### config.mk
export PLATFORM = sky130hd
export DESIGN_NAME = if_fetch
export DESIGN_NICKNAME = d
export VERILOG_FILES = /design/src/rtl/if_fetch.sv
export SDC_FILE = /design/constraint.sdc
export NUM_CORES = 1
export LEC_CHECK = 0
export CAP_MARGIN = 40
export CORE_MARGIN = 3
export CORE_UTILIZATION = 47
export DETAILED_ROUTE_END_ITERATION = 10
export PLACE_DENSITY = 0.8
export SLEW_MARGIN = 20
export SYNTH_ARGS = -nofsm -noshare
export SYNTH_HDL_FRONTEND = slang
export SYNTH_SLANG_ARGS = --single-unit
### constraint.sdc
create_clock -name clk -period 4.1 [get_ports clk]
set_clock_uncertainty 0.2 [all_clocks]
set_input_delay 0.82 -clock clk [delete_from_list [all_inputs] [get_ports clk]]
set_output_delay 0.82 -clock clk [all_outputs]
set_load 0.02 [all_outputs]
### src/rtl/if_fetch.sv
// Instruction fetch stage: owns the fetch PC, issues word reads to instruction
// memory, buffers returned words in an in-order FIFO and presents the head
// word with its PC on a valid/ready interface.
// Reads are issued only while buffered words plus in-flight reads stay below
// FIFO_DEPTH, so every returning word is guaranteed a buffer slot.
// A redirect empties the buffer. Reads still in flight at that point are
// counted in a discard counter and dropped when their data returns.
// Optional feature: define IF_MISALIGN_CHECK_EN to add the misalign output.
// A redirect to a non-word-aligned PC then stops fetching until an aligned
// redirect or reset.
module if_fetch #(
    parameter logic [31:0] RESET_PC   = 32'h0000_0000,
    parameter int          FIFO_DEPTH = 2
) (
    input  logic        clk,
    input  logic        rst,
    output logic        mem_req,
    output logic [31:0] mem_addr,
    input  logic        mem_gnt,
    input  logic        mem_rvalid,
    input  logic [31:0] mem_rdata,
    input  logic        redirect,
    input  logic [31:0] redirect_pc,
    output logic        inst_valid,
    output logic [31:0] inst,
    output logic [31:0] inst_pc,
    input  logic        inst_ready
`ifdef IF_MISALIGN_CHECK_EN
    ,
    output logic        misalign
`endif
);

    localparam int          AW  = $clog2(FIFO_DEPTH);
    localparam int          CW  = $clog2(FIFO_DEPTH) + 1;
    localparam logic [31:0] NOP = 32'h0000_0013;

    logic [31:0]   pc_r;
    logic [CW-1:0] count_r;
    logic [CW-1:0] outstanding_r;
    logic [CW-1:0] discard_r;
    logic [AW-1:0] rd_ptr_r;
    logic [AW-1:0] wr_ptr_r;
    logic [AW-1:0] pcq_rd_r;
    logic [AW-1:0] pcq_wr_r;
    logic [31:0]   data_mem_r [FIFO_DEPTH];
    logic [31:0]   pc_mem_r   [FIFO_DEPTH];
    logic [31:0]   pcq_r      [FIFO_DEPTH];
    logic          misalign_r;

    logic [CW:0]   credit_sum_s;
    logic          req_block_s;
    logic          grant_s;
    logic          keep_s;
    logic          head_valid_s;
    logic          pop_s;

    // Request credit, handshakes and head-of-FIFO presentation
    always_comb begin
        credit_sum_s = {1'b0, count_r} + {1'b0, outstanding_r};
`ifdef IF_MISALIGN_CHECK_EN
        req_block_s  = misalign_r;
`else
        req_block_s  = 1'b0;
`endif
        mem_req      = !rst && !redirect && !req_block_s &&
                       (credit_sum_s < (CW+1)'(FIFO_DEPTH));
        mem_addr     = pc_r;
        grant_s      = mem_req && mem_gnt;
        keep_s       = mem_rvalid && (discard_r == {CW{1'b0}});
        head_valid_s = (count_r != {CW{1'b0}}) && !req_block_s;
        pop_s        = head_valid_s && inst_ready;
        inst_valid   = head_valid_s;
        if (head_valid_s) begin
            inst    = data_mem_r[rd_ptr_r];
            inst_pc = pc_mem_r[rd_ptr_r];
        end else begin
            inst    = NOP;
            inst_pc = 32'h0000_0000;
        end
    end

`ifdef IF_MISALIGN_CHECK_EN
    assign misalign = misalign_r;
`endif

    // PC, occupancy counters and queue pointers; redirect outranks everything but reset
    always_ff @(posedge clk) begin
        if (rst) begin
            pc_r          <= RESET_PC;
            count_r       <= {CW{1'b0}};
            outstanding_r <= {CW{1'b0}};
            discard_r     <= {CW{1'b0}};
            rd_ptr_r      <= {AW{1'b0}};
            wr_ptr_r      <= {AW{1'b0}};
            pcq_rd_r      <= {AW{1'b0}};
            pcq_wr_r      <= {AW{1'b0}};
            misalign_r    <= 1'b0;
        end else if (redirect) begin
            pc_r          <= redirect_pc & 32'hFFFF_FFFC;
            count_r       <= {CW{1'b0}};
            outstanding_r <= outstanding_r - CW'(mem_rvalid);
            discard_r     <= outstanding_r - CW'(mem_rvalid);
            rd_ptr_r      <= {AW{1'b0}};
            wr_ptr_r      <= {AW{1'b0}};
            pcq_rd_r      <= {AW{1'b0}};
            pcq_wr_r      <= {AW{1'b0}};
`ifdef IF_MISALIGN_CHECK_EN
            misalign_r    <= |redirect_pc[1:0];
`else
            misalign_r    <= 1'b0;
`endif
        end else begin
            if (grant_s) begin
                pc_r     <= pc_r + 32'd4;
                pcq_wr_r <= pcq_wr_r + AW'(1'b1);
            end
            if (keep_s) begin
                wr_ptr_r <= wr_ptr_r + AW'(1'b1);
                pcq_rd_r <= pcq_rd_r + AW'(1'b1);
            end
            if (pop_s) begin
                rd_ptr_r <= rd_ptr_r + AW'(1'b1);
            end
            if (mem_rvalid && (discard_r != {CW{1'b0}})) begin
                discard_r <= discard_r - CW'(1'b1);
            end
            count_r       <= count_r + CW'(keep_s) - CW'(pop_s);
            outstanding_r <= outstanding_r + CW'(grant_s) - CW'(mem_rvalid);
        end
    end

    // Storage: PC of each issued read, and the returned word paired with its PC
    always_ff @(posedge clk) begin
        if (grant_s) begin
            pcq_r[pcq_wr_r] <= pc_r;
        end
        if (keep_s) begin
            data_mem_r[wr_ptr_r] <= mem_rdata;
            pc_mem_r[wr_ptr_r]   <= pcq_r[pcq_rd_r];
        end
    end

endmodule

=== Word-level counts from Yosys, hierarchy flattened ===
Memory sizes are Yosys's and may differ from the RTL's. A register that Yosys moved wholly into a read port is not among the register bits.
Index checks and enable logic that the tools add are counted.

* Register bits after elaboration: 42
* Bits in writable memories: 192
* Memories kept: 3

* $add $sub $neg: 12
* $lt $le $gt $ge: 1
* Muxes and demuxes: 17
* Reductions and logical operators: 14

{| class="wikitable"
|+ Memory list
! memory !! depth !! width !! rd ports !! clocked after Yosys merged registers in !! write ports !! line !! text
|-
| data_mem_r || 2 || 32 || 1 || 1 || 1 || 46 || <nowiki>logic [31:0] data_mem_r [FIFO_DEPTH];</nowiki>
|-
| pc_mem_r || 2 || 32 || 1 || 1 || 1 || 47 || <nowiki>logic [31:0] pc_mem_r [FIFO_DEPTH];</nowiki>
|-
| pcq_r || 2 || 32 || 1 || 1 || 1 || 48 || <nowiki>logic [31:0] pcq_r [FIFO_DEPTH];</nowiki>
|}

{| class="wikitable"
|+ Operators with widths
! kind !! count
|-
| 2-to-1 mux 32 bit || 4
|-
| adder 32 x 3 -> 32 bit (second input constant) || 1
|-
| 2-to-1 mux 1 bit || 10
|-
| nonzero test 2 bit || 4
|-
| logical AND 1 bit || 6
|-
| 2-to-1 mux 2 bit || 3
|-
| subtractor 2 x 1 -> 2 bit || 3
|-
| adder 1 bit (second input constant) || 4
|-
| adder 2 x 1 -> 2 bit || 2
|-
| adder 2 x 2 -> 3 bit || 1
|-
| less-than comparator 3 x 2 -> 1 bit (second input constant) || 1
|-
| logical NOT 1 bit || 2
|-
| logical NOT 2 bit || 1
|-
| OR reduction 2 bit || 1
|-
| subtractor 2 x 1 -> 2 bit (second input constant) || 1
|}

=== Longest topological paths before layout ===
Gate-level depths: netlist (run 1).

* Word-level depth: 7
* Depth in mapped cells: 13
* Depth with buffers taken out: 12

=== Worst setup path after synthesis (run 1) ===
No wires, ideal clock.

* Path type: input-to-reg
* From: in mem_rvalid
* To: mem data_mem_r[0][0], enable pin
* Arrival: 3536 ps
* Data required time: 3418 ps
* Path slack: -119 ps
* Stages: 2
* Buffers on the path: 0
* Cells stage by stage: nand2_1 > nor2_1

* Word-level cells in the longest chain between the ends: 3

{| class="wikitable"
|+ RTL lines
! what !! line !! text
|-
| start: declaration || 20 || <nowiki>input logic mem_rvalid,</nowiki>
|-
| logical AND 1 bit || 70 || <nowiki>keep_s = mem_rvalid && (discard_r == {CW{1'b0}});</nowiki>
|-
| 2-to-1 mux 1 bit || 138 || <nowiki>if (keep_s) begin</nowiki>
|-
| 2-to-1 mux 1 bit (not written as such) || 139 || <nowiki>data_mem_r[wr_ptr_r] <= mem_rdata;</nowiki>
|-
| end: declaration || 46 ||
|}

No other way between the ends.

=== Worst setup path after layout (run 1) ===
* From: in redirect
* To: out mem_req

* Word-level cells in the longest chain between the ends: 3

{| class="wikitable"
|+ RTL lines
! what !! line !! text
|-
| start: declaration || 22 || <nowiki>input logic redirect,</nowiki>
|-
| logical NOT 1 bit || 66 || <nowiki>mem_req = !rst && !redirect && !req_block_s &&</nowiki>
|-
| logical AND 1 bit (2 in series) || 66 ||
|-
| end: declaration || 17 || <nowiki>output logic mem_req,</nowiki>
|}

No other way between the ends.

==> results of run 1 <==
## logic make-up (layout without fill, tap and decap cells)
group | Yosys count | in the layout | share of synthesized area, %
AO/OA/AOI/OAI | 43 | 43 | 3.02
XOR/XNOR | 32 | 32 | 3.05
adder cells (fa/ha/maj) | 8 | 8 | 1.17
buffers and inverters | 45 | 225 | 2.62
flip-flops | 226 | 226 | 69.2
multiplexers | 98 | 98 | 11.1
other | 1 | 4 | 0.0407
AND/OR/NAND/NOR | 187 | 187 | 9.84
## layout by cell type, fill, tap and decap left out, drive strengths merged, types with 16 or more instances in the layout
cell type      synthesis  routed
xor2                  19      19
mux2i                 67      67
clkbuf                21      30
edfxtp               184     184
nand2                 21      21
nor2                 101     101
clkdlybuf4s50          0     161
nand3                 16      16
mux2                  31      31
nand4                 19      19
dfxtp                 42      42
## routing by layer
| metal | wire, um | share of wire [%] | global-route usage, % | up-vias |
|---|---|---|---|---|
| li1 | - | - | - | 2686 |
| met1 | 7400 | 42 | 21.6 | 2672 |
| met2 | 8530 | 48 | 27.8 | 248 |
| met3 | 1600 | 9.0 | 4.30 | 28 |
| met4 | 292 | 1.6 | 3.94 | 0 |
| met5 | 0 | 0 | 0 | - |
## sequential cells by signal, indices dropped and copies added (netlist names), named ones only
name	cells
mem_addr	30
pcq_r	60
count_r	2
discard_r	2
pcq_rd_r	1
data_mem_r	64
wr_ptr_r	1
pcq_wr_r	1
outstanding_r	2
pc_mem_r	60
rd_ptr_r	1
## metrics by stage
step                      worst slack, ns  util, %
after floorplan                     0.548        -
after global placement              0.585     58.6
after detailed placement            0.529     58.6
after CTS                           0.564     62.7
after global routing                0.508     62.7
final                               0.577     62.7
## worst max-delay path: stages
cell and delay (ns):
clkdlybuf4s50_1 0.42, or2_2 0.44, nor3_1 0.19, clkdlybuf4s50_1 0.63
## worst max-delay path by stage
stage,to,slack [ns],cells after the start
floorplan,pcq_r[0][10]$_DFFE_PP_,0.55,7
global placement,mem_req,0.58,4
detailed placement,outstanding_r[1]$_SDFF_PP0_,0.53,11
CTS,mem_req,0.56,4
global route,mem_req,0.51,4
finish,mem_req,0.58,4
## layout make-up
class                           instances  area (um2)  area share [%]
Timing Repair Buffer                  173        1750            14.7
Inverter                               11        41.3           0.347
Clock inverter                         12         174            1.46
Multi-Input combinational cell        372        2630            22.1
Tap cell                              260         325            2.74
Clock buffer                           29         598            5.03
Sequential cell                       226        6370            53.6
## report_power, final
part	internal [mW]	leakage (nW)	switching [mW]
sequential	2.62	2.05	0.0754
combinational	0.293	1.54	0.337
clock	1.29	0.365	0.798
==> results.py, run 1 <==
metrics = {
    "status": {
        "run_status": "complete, no violations",
    },
    "synth": {
        "synth.most_common_cell": "edfxtp_1",
        "synth-seq-area-share_pct": 69.2,
        "netlist_area_um2": 9200,
        "syn_inst": 640,
        "synthTopCellsByArea": "edfxtp_1 (60%), dfxtp_1 (9.1%), mux2i_1 (7.3%)",
        "yosys-top-cells-count": "edfxtp_1 (184), nor2_1 (100), mux2i_1 (67)",
        "synthDistinctLibCells": 46,
        "synthFlopType": "edfxtp_1",
        "yosys_warnings": 0,
        "synth-async-reset-ratio_pct": 0,
        "synth_area_leader_cell": "edfxtp_1",
        "ys_ff_latch": 226,
        "synth.avg_cell_area_um2": 14.4,
        "synth_edf_count": 184,
        "netlist.area_leader.share_pct": 60.0,
    },
    "floorplanning": {
        "dieWidth_um": 146,
        "die_area_um2": 21300,
        "initial_core_util_pct": 48.5,
        "core_um2": 19000,
        "rows": 50,
        "fp.dieH_um": 146,
        "io_pins": 168,
    },
    "placed_design": {
        "placed_cells_incl_taps": 1041,
        "hpwlAfterDp_um": 11800,
        "port_buffers": 161,
        "post_dp_cell_area_um2": 11100,
        "gp_congestion": 0.838,
    },
    "drt": {
        "vias": 5634,
        "drt_iter0_markers": 256,
        "wl_per_cell_um": 16.5,
        "wirelength_um": 17800,
        "antenna_left": 0,
        "drcViolationCount": 0,
        "via_per_inst": 5.20,
        "firstDrtPassIters": 5,
    },
    "sta": {
        "tightest_slew_ns": 0.718,
        "timing.fmax_mhz": 284,
        "whs_ns": 0.327,
        "min_period_ns": 3.52,
        "slew_violations": 0,
        "fin_crit_sh_pct": 85.9,
        "relSlewSlack_pct": 52.0,
        "rsz0062_at_grt": "false",
        "setup-violations-final": 0,
        "final_hold_viol_count": 0,
        "setup_tns_ns": 0,
    },
    "finish": {
        "antenna_cells": 0,
        "drive_gt1_share_pct": 11.3,
        "fin_nets": 885,
        "final_cells": 1083,
        "area_growth_pct": 29.2,
        "fin_area_um2": 11900,
        "n_fill_cell": 1373,
    },
    "clock_network": {
        "insertion_delay_ns": 0.49,
        "cts_root_buf": "clkbuf_16",
        "cts.clk_slew.worst_paths_ns": 0.06,
        "clock_path_buffers": 3,
        "cts_post_setup_buffers_inserted": 0,
        "cts_tree": "yes",
        "cts-resized-gates": 0,
        "cts_hold_buf": 0,
        "clock_sinks": 226,
        "cts_buffers": 23,
        "htree_num_levels": 1,
    },
    "global_route": {
        "grt_usage_pct": 16.5,
        "grt_pass1_wl_um": 28700,
        "grt_overflow": 0,
        "grt_max_degree": 63,
        "grt_pass1_vias": 5552,
        "antenna_found_initial": 0,
    },
    "hold_path": {
        "hp-start": "pcq_rd_r$_SDFFE_PP0P_",
        "hold_depth": 2,
        "hold_path.class": "flop to flop",
    },
    "worst_setup_path": {
        "worst_r2r_path_depth": 12,
        "end_kind": "primary output",
        "r2r-end": "outstanding_r[1]$_SDFF_PP0_",
        "critPathKind": "input port to primary output",
        "critPathMaxFanout": 10,
        "required_ns": 3.08,
        "critPathLaunchType": "input port",
        "r2r_slack_ns": 0.74,
        "worstReg2RegStart": "count_r[0]$_SDFF_PP0_",
        "crit_start": "redirect",
        "worstPathArrival_ns": 2.50,
    },
    "power_and_ir_drop": {
        "power_density_nw_per_um2": 456,
        "report.power.total_mw": 5.42,
        "max-vdd-ir-drop_mv": 0.268,
        "leakagePower_nw": 3.95,
    },
    "job": {
        "max-cap-violations": 0,
    },
}
No activity file was read; power rests on OpenSTA's default activity.
==> run 2, diff against run 1 <==
--- a/config.mk
+++ b/config.mk
@@ -7,6 +7,6 @@
 export LEC_CHECK = 0
 export CAP_MARGIN = 40
-export CORE_MARGIN = 3
 export CORE_UTILIZATION = 47
+export CTS_CLUSTER_DIAMETER = 60
 export DETAILED_ROUTE_END_ITERATION = 10
 export PLACE_DENSITY = 0.8
==> constraint.sdc (replaced) <==
create_clock -name clk -period 4.1 [get_ports clk]
set_clock_uncertainty 0.2 [all_clocks]
set_input_delay 0.82 -clock clk [delete_from_list [all_inputs] [get_ports clk]]
set_output_delay 0.82 -clock clk [all_outputs]
set_load 0.005 [all_outputs]
==> run 2 against run 1 <==
Effect of this change:
- flip-flop and latch count unchanged
- sequential power is essentially flat
- routed wire length is 3.1% higher
- first-iteration DRC count up 32%
- sequential share of layout area is 0.50 points higher
- non-clock buffer count rose by 2
- power fell by 5.5%
- combinational power decreased by 13%
- utilization fell by 0.58 points
- critical endpoint is now inst[15]
- largest cell class unchanged
==> results.py, run 2 (synthesis gave the netlist of run 1 again) <==
metrics = {
    "status": {
        "run_status": "complete, no violations",
    },
    "clock_network": {
        "cts_buffers": 23,
        "cts_post_setup_buffers_inserted": 0,
        "clock_path_buffers": 3,
        "cts_root_buf": "clkbuf_16",
        "clock_sinks": 226,
        "cts_hold_buf": 0,
        "htree_num_levels": 1,
        "cts-resized-gates": 0,
        "cts.clk_slew.worst_paths_ns": 0.06,
        "insertion_delay_ns": 0.50,
        "cts_tree": "yes",
    },
    "floorplanning": {
        "core_um2": 19000,
        "die_area_um2": 20100,
        "io_pins": 168,
        "rows": 50,
        "dieWidth_um": 142,
        "initial_core_util_pct": 48.5,
        "fp.dieH_um": 142,
    },
    "worst_setup_path": {
        "r2r_slack_ns": 0.75,
        "cp_slowest_cell": "dfxtp_4",
        "critical_path.max_stage_delay_ns": 0.75,
        "required_ns": 3.08,
        "critPathMaxFanout": 34,
        "worstPathArrival_ns": 2.38,
        "path_cells": "buf_4, mux2i_1, nor2_1, clkdlybuf4s50_1",
        "critPathLaunchType": "flop",
        "end_kind": "primary output",
        "critPathKind": "flop to primary output",
    },
    "placed_design": {
        "gp_congestion": 0.856,
        "post_dp_cell_area_um2": 11100,
        "hpwlAfterDp_um": 11900,
        "port_buffers": 161,
    },
    "finish": {
        "antenna_cells": 0,
        "largest_reg_flops": 64,
        "layout_common_cells": "edfxtp_1 (184), clkdlybuf4s50_1 (161), nor2_1 (97), mux2i_1 (67), dfxtp_1 (41)",
        "area_growth_pct": 28.0,
        "top_register": "data_mem_r",
        "layout_commonest_cell": "edfxtp_1",
        "reg.largest.list": "data_mem_r x64, pc_mem_r x60, pcq_r x60",
        "fin_nets": 887,
        "drive_gt1_share_pct": 11.1,
        "fin_area_um2": 11800,
    },
    "sta": {
        "tightest_slew_ns": 0.800,
        "setup-violations-final": 0,
        "fin_crit_sh_pct": 83.0,
        "setup_tns_ns": 0,
        "relSlewSlack_pct": 46.2,
        "final_hold_viol_count": 0,
        "slew_violations": 0,
        "timing.fmax_mhz": 294,
        "min_period_ns": 3.40,
        "rsz0062_at_grt": "false",
    },
    "power_and_ir_drop": {
        "power_density_nw_per_um2": 434,
        "max-vdd-ir-drop_mv": 0.266,
        "leakagePower_nw": 3.92,
    },
    "drt": {
        "via_per_inst": 5.15,
        "firstDrtPassIters": 5,
        "vias": 5574,
        "drt_iter0_markers": 338,
        "antenna_left": 0,
        "wirelength_um": 18400,
        "wl_per_cell_um": 17.0,
        "drcViolationCount": 0,
    },
    "global_route": {
        "grt_usage_pct": 18.3,
        "grt_overflow": 0,
        "grt_pass1_vias": 5421,
        "antenna_found_initial": 0,
        "grt_max_degree": 63,
        "grt_pass1_wl_um": 28600,
    },
    "job": {
        "max-cap-violations": 0,
    },
    "hold_path": {
        "hold_path.class": "flop to flop",
    },
}
[run 2: through the flow]
step | hold WS [ns] | power (mW) | util (%) | worst slack [ns] | cells
floorplan | 0.271 | 3.01 | - | 0.548 | 643
global placement | 0.294 | 3.29 | 58.6 | 0.594 | 1044
detailed placement | 0.299 | 3.30 | 58.6 | 0.577 | 1044
CTS | 0.312 | 5.17 | 62.1 | 0.644 | 1083
global route | 0.352 | 5.32 | 62.1 | 0.537 | 1083
finish | 0.309 | 5.12 | 62.1 | 0.698 | 1083
[run 2: cell type report]
type / instances / area [um2]
Fill cell: 1400 / 7180
Clock inverter: 8 / 38.8
Timing Repair Buffer: 175 / 1740
Sequential cell: 226 / 6370
Inverter: 11 / 41.3
Clock buffer: 31 / 636
Tap cell: 260 / 325
Multi-Input combinational cell: 372 / 2630
[run 2: worst paths after layout]
kind / startpoint / endpoint / cells after the start
max: flop / inst[15] / 4
min: pcq_rd_r$_SDFFE_PP0P_ / pcq_rd_r$_SDFFE_PP0P_ / 2
max reg2reg: count_r[0]$_SDFF_PP0_ / outstanding_r[1]$_SDFF_PP0_ / 12
min reg2reg: pcq_rd_r$_SDFFE_PP0P_ / pcq_rd_r$_SDFFE_PP0P_ / 2
[run 2: per-layer routing]
| metal | GRT usage, % | vias up | routed length (um) |
|---|---|---|---|
| li1 | - | 2693 | - |
| met1 | 24.6 | 2637 | 8060 |
| met2 | 30.0 | 215 | 8670 |
| met3 | 3.33 | 29 | 1260 |
| met4 | 6.62 | 0 | 383 |
| met5 | 0 | - | 0 |
[run 2: power breakdown]
| group | switching (mW) | total, mW | internal [mW] |
|---|---|---|---|
| clock network | 0.786 | 1.86 | 1.08 |
| registers | 0.0771 | 2.70 | 2.62 |
| logic | 0.262 | 0.551 | 0.289 |
| total | 1.13 | 5.12 | 3.99 |
[run 2: critical path: cells and delay by family (launching register included)]
family	cells	cell delay, ns
buffers and inverters	2	0.83
DFF	1	0.75
muxes	1	0.24
and+or+nand+nor	1	0.05
==> run 3, diff against run 2 <==
- clock period: 4.1 -> 3 ns (I/O delays scaled with it)
==> run 3 against run 2 <==
Effect of this change:
- global-route usage rose by 0.15 points
- cell area rose by 3.5%
- critical path depth did not move
- worst hold slack improved by 0.018 ns
- power rose by 48%
- combinational power rose by 48%
- die area did not move
- utilization rose by 2.2 points
- highest routed layer unchanged
==> results.py, run 3 (synthesis gave the netlist of run 1 again) <==
metrics = {
    "status": {
        "run_status": "complete, no violations",
    },
    "finish": {
        "layout_commonest_cell": "edfxtp_1",
        "area_growth_pct": 32.5,
        "multi_input_area_um2": 2640,
        "fin_area_um2": 12200,
        "reg.largest.list": "data_mem_r x64, pc_mem_r x60, pcq_r x60",
        "drive_gt1_share_pct": 14.4,
        "antenna_cells": 0,
        "n_fill_cell": 1335,
        "top_register": "data_mem_r",
        "fin_nets": 907,
        "seq_area_um2": 6370,
        "layout_common_cells": "edfxtp_1 (184), clkdlybuf4s50_1 (161), nor2_1 (97), mux2i_1 (67), dfxtp_1 (40)",
        "largest_reg_flops": 64,
    },
    "drt": {
        "drcViolationCount": 0,
        "drt_iter0_markers": 300,
        "antenna_left": 0,
        "wirelength_um": 18400,
        "vias": 5778,
        "via_per_inst": 5.22,
        "firstDrtPassIters": 5,
        "wl_per_cell_um": 16.7,
    },
    "worst_setup_path": {
        "critPathMaxFanout": 4,
        "critPathLaunchType": "input port",
        "worstPathArrival_ns": 2.13,
        "worstReg2RegStart": "count_r[1]$_SDFF_PP0_",
        "crit_start": "rst",
        "critPathKind": "input port to primary output",
        "required_ns": 2.20,
        "end_kind": "primary output",
        "r2r_slack_ns": 0.15,
        "r2r-end": "outstanding_r[1]$_SDFF_PP0_",
        "worst_r2r_path_depth": 11,
        "critPathCapture": "mem_req",
    },
    "global_route": {
        "grt_max_degree": 53,
        "antenna_found_initial": 0,
        "grt_pass1_vias": 5694,
        "grt_usage_pct": 18.5,
        "grt_pass1_wl_um": 28800,
        "grt_overflow": 0,
    },
    "floorplanning": {
        "core_um2": 19000,
        "initial_core_util_pct": 48.5,
        "rows": 50,
        "dieWidth_um": 142,
        "fp.dieH_um": 142,
        "io_pins": 168,
        "die_area_um2": 20100,
    },
    "placed_design": {
        "post_dp_cell_area_um2": 11300,
        "pre_cts_slack_ns": -0.0206,
        "gp_congestion": 0.844,
        "hpwlAfterDp_um": 12200,
        "port_buffers": 161,
    },
    "sta": {
        "whs_ns": 0.326,
        "setup-violations-final": 0,
        "min_period_ns": 2.93,
        "final_hold_viol_count": 0,
        "slew_violations": 0,
        "timing.fmax_mhz": 341,
        "rsz0062_at_grt": "false",
        "layout_setup_ws_ns": 0.0707,
        "fin_crit_sh_pct": 97.6,
        "relSlewSlack_pct": 62.7,
        "setup_tns_ns": 0,
        "tightest_slew_ns": 0.555,
    },
    "clock_network": {
        "cts_tree": "yes",
        "cts.clk_slew.worst_paths_ns": 0.06,
        "insertion_delay_ns": 0.51,
        "cts_hold_buf": 0,
        "clock_sinks": 226,
        "cts_root_buf": "clkbuf_16",
        "htree_num_levels": 1,
        "clock_path_buffers": 3,
        "cts_buffers": 24,
    },
    "power_and_ir_drop": {
        "internal_power_mw": 5.94,
        "max-vdd-ir-drop_mv": 0.385,
        "p_comb_share_pct": 10.8,
        "switching_share_pct": 21.5,
        "leakagePower_nw": 4.11,
        "p_clk_share_pct": 40.6,
        "seqPwrFrac_pct": 48.6,
        "power.net_switching_mw": 1.63,
        "power_density_nw_per_um2": 621,
    },
    "job": {
        "max-cap-violations": 0,
    },
    "hold_path": {
        "hold_path.class": "flop to flop",
    },
}
run 3: through the flow:
| stage | util, % | total power [mW] | std cells |
|---|---|---|---|
| after floorplan | - | 4.11 | 643 |
| after global placement | 59.6 | 4.52 | 1059 |
| after detailed placement | 59.6 | 4.54 | 1059 |
| after CTS | 64.1 | 7.62 | 1104 |
| after global routing | 64.3 | 7.86 | 1107 |
| final | 64.3 | 7.57 | 1107 |
run 3: what timing repair did:
| item | CTS | global route |
|---|---|---|
| resized for setup | 2 | 4 |
| setup buffers | 1 | 3 |
| endpoints found under the setup margin | 9 | 12 |
| pin swaps | 3 | 1 |
run 3: critical path: stages:
cell	delay (ns)
clkdlybuf4s50_1	0.43
or2_2	0.38
nor3_2	0.20
clkdlybuf4s50_1	0.52
run 3: power by group through the flow:
stage / Combinational (mW) / Sequential [mW] / Clock [mW]
after floorplan: 0.385 / 3.72 / 0
after global placement: 0.779 / 3.74 / 0
after detailed placement: 0.796 / 3.75 / 0
after CTS: 0.810 / 3.68 / 3.13
after global routing: 0.891 / 3.70 / 3.27
final: 0.818 / 3.68 / 3.07
run 3: worst min-delay path by stage:
stage / start / endpoint / depth (start not counted)
5_1_grt: mem_addr[24]$_SDFFE_PP0P_ / pcq_r[0][24]$_DFFE_PP_ / 0
4_1_cts: pcq_rd_r$_SDFFE_PP0P_ / flop / 2
3_5_place_dp: pcq_rd_r$_SDFFE_PP0P_ / flop / 2
6_report: pcq_rd_r$_SDFFE_PP0P_ / flop / 2
3_3_place_gp: pcq_rd_r$_SDFFE_PP0P_ / pcq_rd_r$_SDFFE_PP0P_ / 2
2_1_floorplan: mem_addr[24]$_SDFFE_PP0P_ / pcq_r[0][24]$_DFFE_PP_ / 0
run 3: area by class of cell:
type / instances / area share, %
timing repair buffer: 194 / 16.2
sequential: 226 / 52.3
inverter: 11 / 0.339
multi-input combinational: 372 / 21.6
clock inverter: 13 / 1.41
clock buffer: 31 / 5.48
tap: 260 / 2.67
run 3: per-layer routing:
| layer | wire, um | up-vias | track usage, % |
|---|---|---|---|
| li1 | - | 2733 | - |
| met4 | 301 | 0 | 5.60 |
| met2 | 8750 | 233 | 32.0 |
| met5 | 0 | - | 0 |
| met3 | 1680 | 32 | 4.78 |
| met1 | 7700 | 2780 | 22.6 |
